## src/rtl/gpio_bus_arbiter.sv

```systemverilog
// Two-master round-robin front end for the GPIO register-bus slave port.
// Registers the slave request, times out silent addresses and waits for s_ready to drop between accesses.

module gpio_bus_arbiter_resp (
  input  logic        clk,
  input  logic        rst,
  input  logic        done,
  input  logic        sel,
  input  logic        timeout,
  input  logic [31:0] rdata,
  output logic [31:0] data,
  output logic        ready,
  output logic        error
);

  // Read data is held until this master's next completion; a timeout returns zero.
  always_ff @(posedge clk) begin
    if (rst) begin
      data  <= '0;
      ready <= 1'b0;
      error <= 1'b0;
    end else begin
      ready <= done && sel;
      error <= done && sel && timeout;
      if (done && sel)
        data <= timeout ? '0 : rdata;
    end
  end

endmodule

module gpio_bus_arbiter #(
  parameter int TIMEOUT_CYCLES = 16
) (
  input  logic        clk,
  input  logic        rst,
  input  logic [31:0] m0_address,
  input  logic [31:0] m0_data_i,
  input  logic [3:0]  m0_wr,
  input  logic        m0_enable,
  output logic [31:0] m0_data_o,
  output logic        m0_ready,
  output logic        m0_error,
  input  logic [31:0] m1_address,
  input  logic [31:0] m1_data_i,
  input  logic [3:0]  m1_wr,
  input  logic        m1_enable,
  output logic [31:0] m1_data_o,
  output logic        m1_ready,
  output logic        m1_error,
  output logic [31:0] s_address,
  output logic [31:0] s_data_o,
  output logic [3:0]  s_wr,
  output logic        s_enable,
  input  logic [31:0] s_data_i,
  input  logic        s_ready
);

  localparam logic [1:0] IDLE    = 2'd0;
  localparam logic [1:0] BUSY    = 2'd1;
  localparam logic [1:0] RELEASE = 2'd2;
  localparam logic [7:0] TO_LAST = 8'(TIMEOUT_CYCLES - 1);

  logic [1:0]        state;
  logic              grant;
  logic              last_grant;
  logic              gnt_next;
  logic [7:0]        counter;
  logic              done;
  logic              timeout;

  logic [1:0][31:0]  m_address;
  logic [1:0][31:0]  m_data_w;
  logic [1:0][31:0]  m_data_r;
  logic [1:0][3:0]   m_wr;
  logic [1:0]        m_enable;
  logic [1:0]        m_ready;
  logic [1:0]        m_error;

  assign m_address = {m1_address, m0_address};
  assign m_data_w  = {m1_data_i, m0_data_i};
  assign m_wr      = {m1_wr, m0_wr};
  assign m_enable  = {m1_enable, m0_enable};

  assign m0_data_o = m_data_r[0];
  assign m0_ready  = m_ready[0];
  assign m0_error  = m_error[0];
  assign m1_data_o = m_data_r[1];
  assign m1_ready  = m_ready[1];
  assign m1_error  = m_error[1];

  // A tie goes to whoever did not win last; a lone requester wins outright.
  assign gnt_next = (&m_enable) ? ~last_grant : m_enable[1];

  assign done    = (state == BUSY) && (s_ready || (counter == TO_LAST));
  assign timeout = !s_ready;

  always_ff @(posedge clk) begin
    if (rst) begin
      state      <= IDLE;
      grant      <= 1'b0;
      last_grant <= 1'b1;
      counter    <= '0;
      s_address  <= '0;
      s_data_o   <= '0;
      s_wr       <= '0;
      s_enable   <= 1'b0;
    end else begin
      case (state)
        IDLE: begin
          if (|m_enable) begin
            grant      <= gnt_next;
            last_grant <= gnt_next;
            s_address  <= m_address[gnt_next];
            s_data_o   <= m_data_w[gnt_next];
            s_wr       <= m_wr[gnt_next];
            s_enable   <= 1'b1;
            counter    <= '0;
            state      <= BUSY;
          end
        end
        BUSY: begin
          counter <= counter + 8'd1;
          if (done) begin
            s_enable <= 1'b0;
            state    <= RELEASE;
          end
        end
        RELEASE: begin
          // The slave must show ready low before it sees the next enable edge.
          if (!s_ready)
            state <= IDLE;
        end
        default: state <= IDLE;
      endcase
    end
  end

  for (genvar i = 0; i < 2; i++) begin : g_port
    gpio_bus_arbiter_resp u_resp (
      .clk     (clk),
      .rst     (rst),
      .done    (done),
      .sel     (grant == 1'(i)),
      .timeout (timeout),
      .rdata   (s_data_i),
      .data    (m_data_r[i]),
      .ready   (m_ready[i]),
      .error   (m_error[i])
    );
  end

endmodule

```

## config.mk

```make
export PLATFORM = sky130hd
export DESIGN_NAME = gpio_bus_arbiter
export DESIGN_NICKNAME = d
export VERILOG_FILES = /design/src/rtl/gpio_bus_arbiter.sv
export SDC_FILE = /design/constraint.sdc
export NUM_CORES = 1
export LEC_CHECK = 0
export CAP_MARGIN = 20
export CORE_UTILIZATION = 40
export DETAILED_ROUTE_END_ITERATION = 10
export PLACE_DENSITY = 0.77
export SETUP_SLACK_MARGIN = 0.4
export SLEW_MARGIN = 40
export SYNTH_ARGS = -nofsm -noshare
export SYNTH_HDL_FRONTEND = slang
export SYNTH_SLANG_ARGS = --single-unit
export TNS_END_PERCENT = 100
```

## constraint.sdc

```tcl
create_clock -name clk -period 1.8 [get_ports clk]
set_input_delay 0.45 -clock clk [delete_from_list [all_inputs] [get_ports clk]]
set_output_delay 0.45 -clock clk [all_outputs]
set_load 0.005 [all_outputs]
```

* Word level (Yosys, flattened, before mapping)
Index checks and enable logic that the tools add are counted.
** Cells by class
- Add/subtract/negate cells :: 1
- Order comparisons :: 1
- Equal/unequal tests :: 6
- Muxes and demuxes :: 17
- Bitwise gates (word level) :: 2
- Reductions and logical operators :: 15
** Operators by type and width (number)
- $mux 32 :: 5
- $pmux 8 s2 :: 1
- $add 8x1->8 const B :: 1
- $eq 8x4->1 const B :: 1
- $mux 4 :: 2
- $mux 8 :: 1
- $mux 2 :: 3
- $pmux 2 s3 :: 1
- $reduce_and 2->1 :: 3
- $reduce_and 3->1 :: 2
- $logic_and 1x1->1 :: 5
- $ne 2x2->1 const B :: 2
- $mux 1 :: 3
- $eq 2x1->1 const B :: 1
- $eq 2x2->1 const B :: 1
- $logic_not 2->1 :: 1
- $lt 1x2->1 const B :: 1
- $ne 2x1->1 const B :: 1
- $not 1->1 :: 2
- $pmux 1 s2 :: 1
- $reduce_bool 2->1 :: 1
- $reduce_or 2->1 :: 1
- $logic_not 1->1 :: 1
- $logic_or 1x1->1 :: 1
** Storage, ports and cells
- Flip-flop bits (word level) :: 149
- Bits of input ports :: 173
- Output and inout bits :: 137
- Logic and storage cells :: 56

* Logic depth before layout (Yosys ltp)
- Word-level depth :: 5
- Mapped depth :: 8
- Gate-level depth less buffers :: 5

* By module
A second synthesis with hierarchy kept.
** Second synthesis, totals
- Cells, all modules :: 685
- Area total of the unflattened synthesis :: 6811.5 sq um
** By module, submodules not included
- gpio_bus_arbiter :: times used 1, cells an instance 377, area an instance 3590.9 sq um, sequential area each 1621.6 sq um
- gpio_bus_arbiter_resp :: times used 2, cells an instance 154, area an instance 1610.3 sq um, sequential area each 680.7 sq um

* Worst setup path after synthesis
OpenSTA, ideal clock, no wires.
- Path type :: reg-to-reg
- Start point :: reg counter[0]
- End point :: reg g_port[0].u_resp.data[27]
- Arrival time :: 1.519 ns
- Path slack :: 0.211 ns
- Cell stages (with the launch flop) :: 9
- Buffers on the path :: 3
- Period minus slack after synthesis :: 1.589 ns
- Path through :: dfxtp_1 -> ha_1 -> and3_1 -> buf_2 -> a21oi_2 -> buf_4 -> buf_6 -> o21ai_0 -> a21oi_1
** Between the ends
- Word-level cells in the longest chain between the ends :: 4
** RTL lines
- start, declared :: line 68 : logic [7:0] counter;
- start signal, assigned :: line 123 : counter <= counter + 8'd1;
- $eq 8x4->1 :: line 95 : assign done = (state == BUSY) && (s_ready || (counter == TO_LAST));
- $logic_or 1x1->1 :: line 95
- $logic_and 1x1->1 :: line 95
- $logic_and 1x1->1 :: line 25 : if (done && sel)
- end signal, assigned :: line 26 : data <= timeout ? '0 : rdata;
- end, declared :: line 11 : output logic [31:0] data,
Every way passes these cells.
A chain may end at the register's enable or synchronous reset.

* Worst setup path after layout
- Start point :: reg counter[6]
- End point :: reg g_port[0].u_resp.data[23]
Same word-level chain as after synthesis.

==> flow_metrics.tcl <==
set metrics [dict create \
    cts_tree "built" \
    cpLargestDelayFamily "compound AO/OA/AOI/OAI gates" \
    core_um2 14700 \
    clk_latency_ns 0.42 \
    leakage_nw 4.28 \
    worstPathRequired_ns 2.10 \
    wl_met2_um 11200 \
    synth_fp_nets 857 \
    firstDrtPassIters 9 \
    cp_slowest_stage_delay_ns 0.36 \
    final_nets 1187 \
    wl_met1_um 8490 \
    route.detailed.drc 19 \
    final_cell_area_um2 10500 \
    dpl_cell_area_um2 9560 \
    die_x_um 126 \
    path_cells "nor4_4 -> a21oi_4 -> buf_12 -> clkbuf_16 -> o21ai_0 -> a21oi_1" \
    drive_gt1_frac 0.386 \
    violations "design-rule violations" \
    yosysTopAreaCell "dfxtp_1" \
    rsz0062_at_grt "true" \
    vias 6554 \
    grt_max_degree 67 \
    grt_pass1_vias 6196 \
    initial_core_util 0.416 \
    hold_class "in -> reg" \
    drv_cap 0 \
    vdd_ir_drop_max_v 0.000594 \
    dieHeight_um 126 \
    dieArea_um2 15800 \
    numPortBuffers 309 \
    gp_congestion 0.817 \
    avgViaCountPerCell 5.42 \
    period_share 0.860 \
    h-tree-depth 4 \
    syn_inst 683 \
    multi_input_comb_area_um2 3080 \
    routed_wl_um 22300 \
    setup_violations 0 \
    clk_path_buf_depth 2 \
    fill_cells 1157 \
    antenna_cells 0 \
    clock-sinks 149 \
    slew_violations 0 \
    status "finished, violations left" \
    area_growth_syn_to_layout_pct 71.6 \
    skew_ns 0.00671 \
    cts_hold_buffers 0 \
    met3WireLength_um 1810 \
    yosys-top-cells-count "149 x dfxtp_1, 86 x nor2_1, 73 x a21oi_1, 70 x a211oi_1, 68 x mux2i_1" \
    post_drt_wl_per_cell_um 18.4 \
    cp_slowest_cell "dfxtp_4" \
    finalCriticalPeriod_ns 1.55 \
    endpoint_kind "flip-flop" \
    yosysWarnings 0 \
    syn_avg_cell_area_um2 8.95 \
    place_hpwl_um 14000 \
    slew_headroom 0.544 \
    worst-endpoint-arrival_ns 1.85 \
    antenna_found_initial 0 \
    ys_seq_elements 149 \
    core.rowCount 44 \
    netlist_area_um2 6110 \
    grt_pass1_wl_um 33200 \
    first_iter_violations 459 \
    grt_util_all_layers 0.270 \
    dp_slack_ns -0.228 \
    final_antenna_net_count 0 \
    root_buffer "clkbuf_16" \
    setup_ws_ns 0.251 \
    synth.most_common_cell "dfxtp_1" \
    crit_type "reg -> reg" \
    seq_area_frac_synth 0.488 \
    powerDensity_nw_per_um2 912 \
    crit_path_max_fanout 8 \
    synth_top_flop_cell "dfxtp_1" \
    clock.fmax_ghz 0.646 \
    ios 310 \
    worstMarginPinSlew_ns 0.684 \
    netlist.area_leader.share 0.488 \
    hold_viol 0 \
    async_flop_share 0 \
    cp-start-kind "flip-flop" \
    cts.clk_slew.worst_paths_ns 0.06 \
    hold_ws_ns 0.355 \
    yosys-top-cells-area "dfxtp_1 49%, mux2i_1 11%, a211oi_1 8.6%" \
    maxUsedRoutingLayer "met4" \
    synth_edf_count 0 \
    worst-path-buf-inv 2 \
    register_area_um2 3110 \
    grt_remaining_overflow 0 \
    cts_buffers 17 \
    yosysUniqueCellTypes 38 \
]
==> logic make-up (layout without fill, tap and decap cells) <==
family	count (synthesis)	count (layout)	share of synthesized area
and+or+nand+nor	175	175	0.129
adders and majority gates	1	1	0.00205
AOI/OAI and AO/OA	220	221	0.213
buffers and inverters	70	412	0.0563
DFF	149	149	0.488
muxes	68	68	0.111
==> placed cells by master (no fill, tap or decap), types with 21 or more instances in the layout <==
master,n
clkbuf_16,21
nor2_1,82
a211oi_1,57
nand3_1,66
a21oi_1,71
buf_2,120
buf_4,30
clkdlybuf4s50_1,168
o21ai_0,37
dfxtp_1,50
mux2i_1,54
dfxtp_2,96
==> timing repair <==
item / in CTS / in global routing
gates resized for setup: 604 / 126
endpoints found under the setup margin: 275 / 159
pin swaps: 7 / 50
cloned: 9 / 5
setup buffers: 14 / 8
==> tightest hold or removal path, cell delays in order <==
cell and delay, ns:
buf_4 0.12, or4b_2 0.12, o31ai_1 0.05
==> routing by layer <==
metal / up-vias / global-route usage
li1: 3146 / -
met2: 294 / 0.460
met1: 3072 / 0.313
met5: - / 0
met3: 42 / 0.0765
met4: 0 / 0.128
==> power by group <==
part,total (W),switching [W],internal (W)
logic,0.00214,0.000962,0.00118
registers,0.00371,0.000134,0.00357
clock network,0.00372,0.00141,0.00231
==> stage by stage <==
stage	total power [W]	utilization	std cells	setup TNS [ns]
finish	0.00957	0.714	1210	0
global route	0.00995	0.714	1210	0
CTS	0.00946	0.701	1197	0
detailed placement	0.00569	0.650	1142	-9.81
global placement	0.00566	0.650	1142	-7.42
floorplan	0.00450	-	683	0
==> flip-flops by register name (all words and copies together) (netlist names) <==
signal               count
counter                  8
g_port.u_resp.data      64
g_port.u_resp.error      2
g_port.u_resp.ready      2
grant                    1
last_grant               1
s_address               32
s_data_o                32
s_enable                 1
s_wr                     4
state                    2
==> area by class of cell <==
cell class	count	share of cell area
Timing Repair Buffer	379	0.329
Sequential cell	149	0.297
Multi-Input combinational cell	465	0.293
Clock buffer	18	0.0409
Tap cell	184	0.0219
Clock inverter	14	0.0177
Inverter	1	0.000358
==> final timing paths <==
kind	from	end	slack, ns	depth (start not counted)
max	counter[6]$_SDFFE_PP0P_	g_port[0].u_resp.data[23]$_SDFFE_PP0P_	0.25	6
min	rst	state[1]$_SDFFE_PP0P_	0.35	3
max reg2reg	counter[6]$_SDFFE_PP0P_	g_port[0].u_resp.data[23]$_SDFFE_PP0P_	0.25	6
min reg2reg	g_port[1].u_resp.data[9]$_SDFFE_PP0P_	g_port[1].u_resp.data[9]$_SDFFE_PP0P_	0.45	2
(Power assumes the default switching activity.)
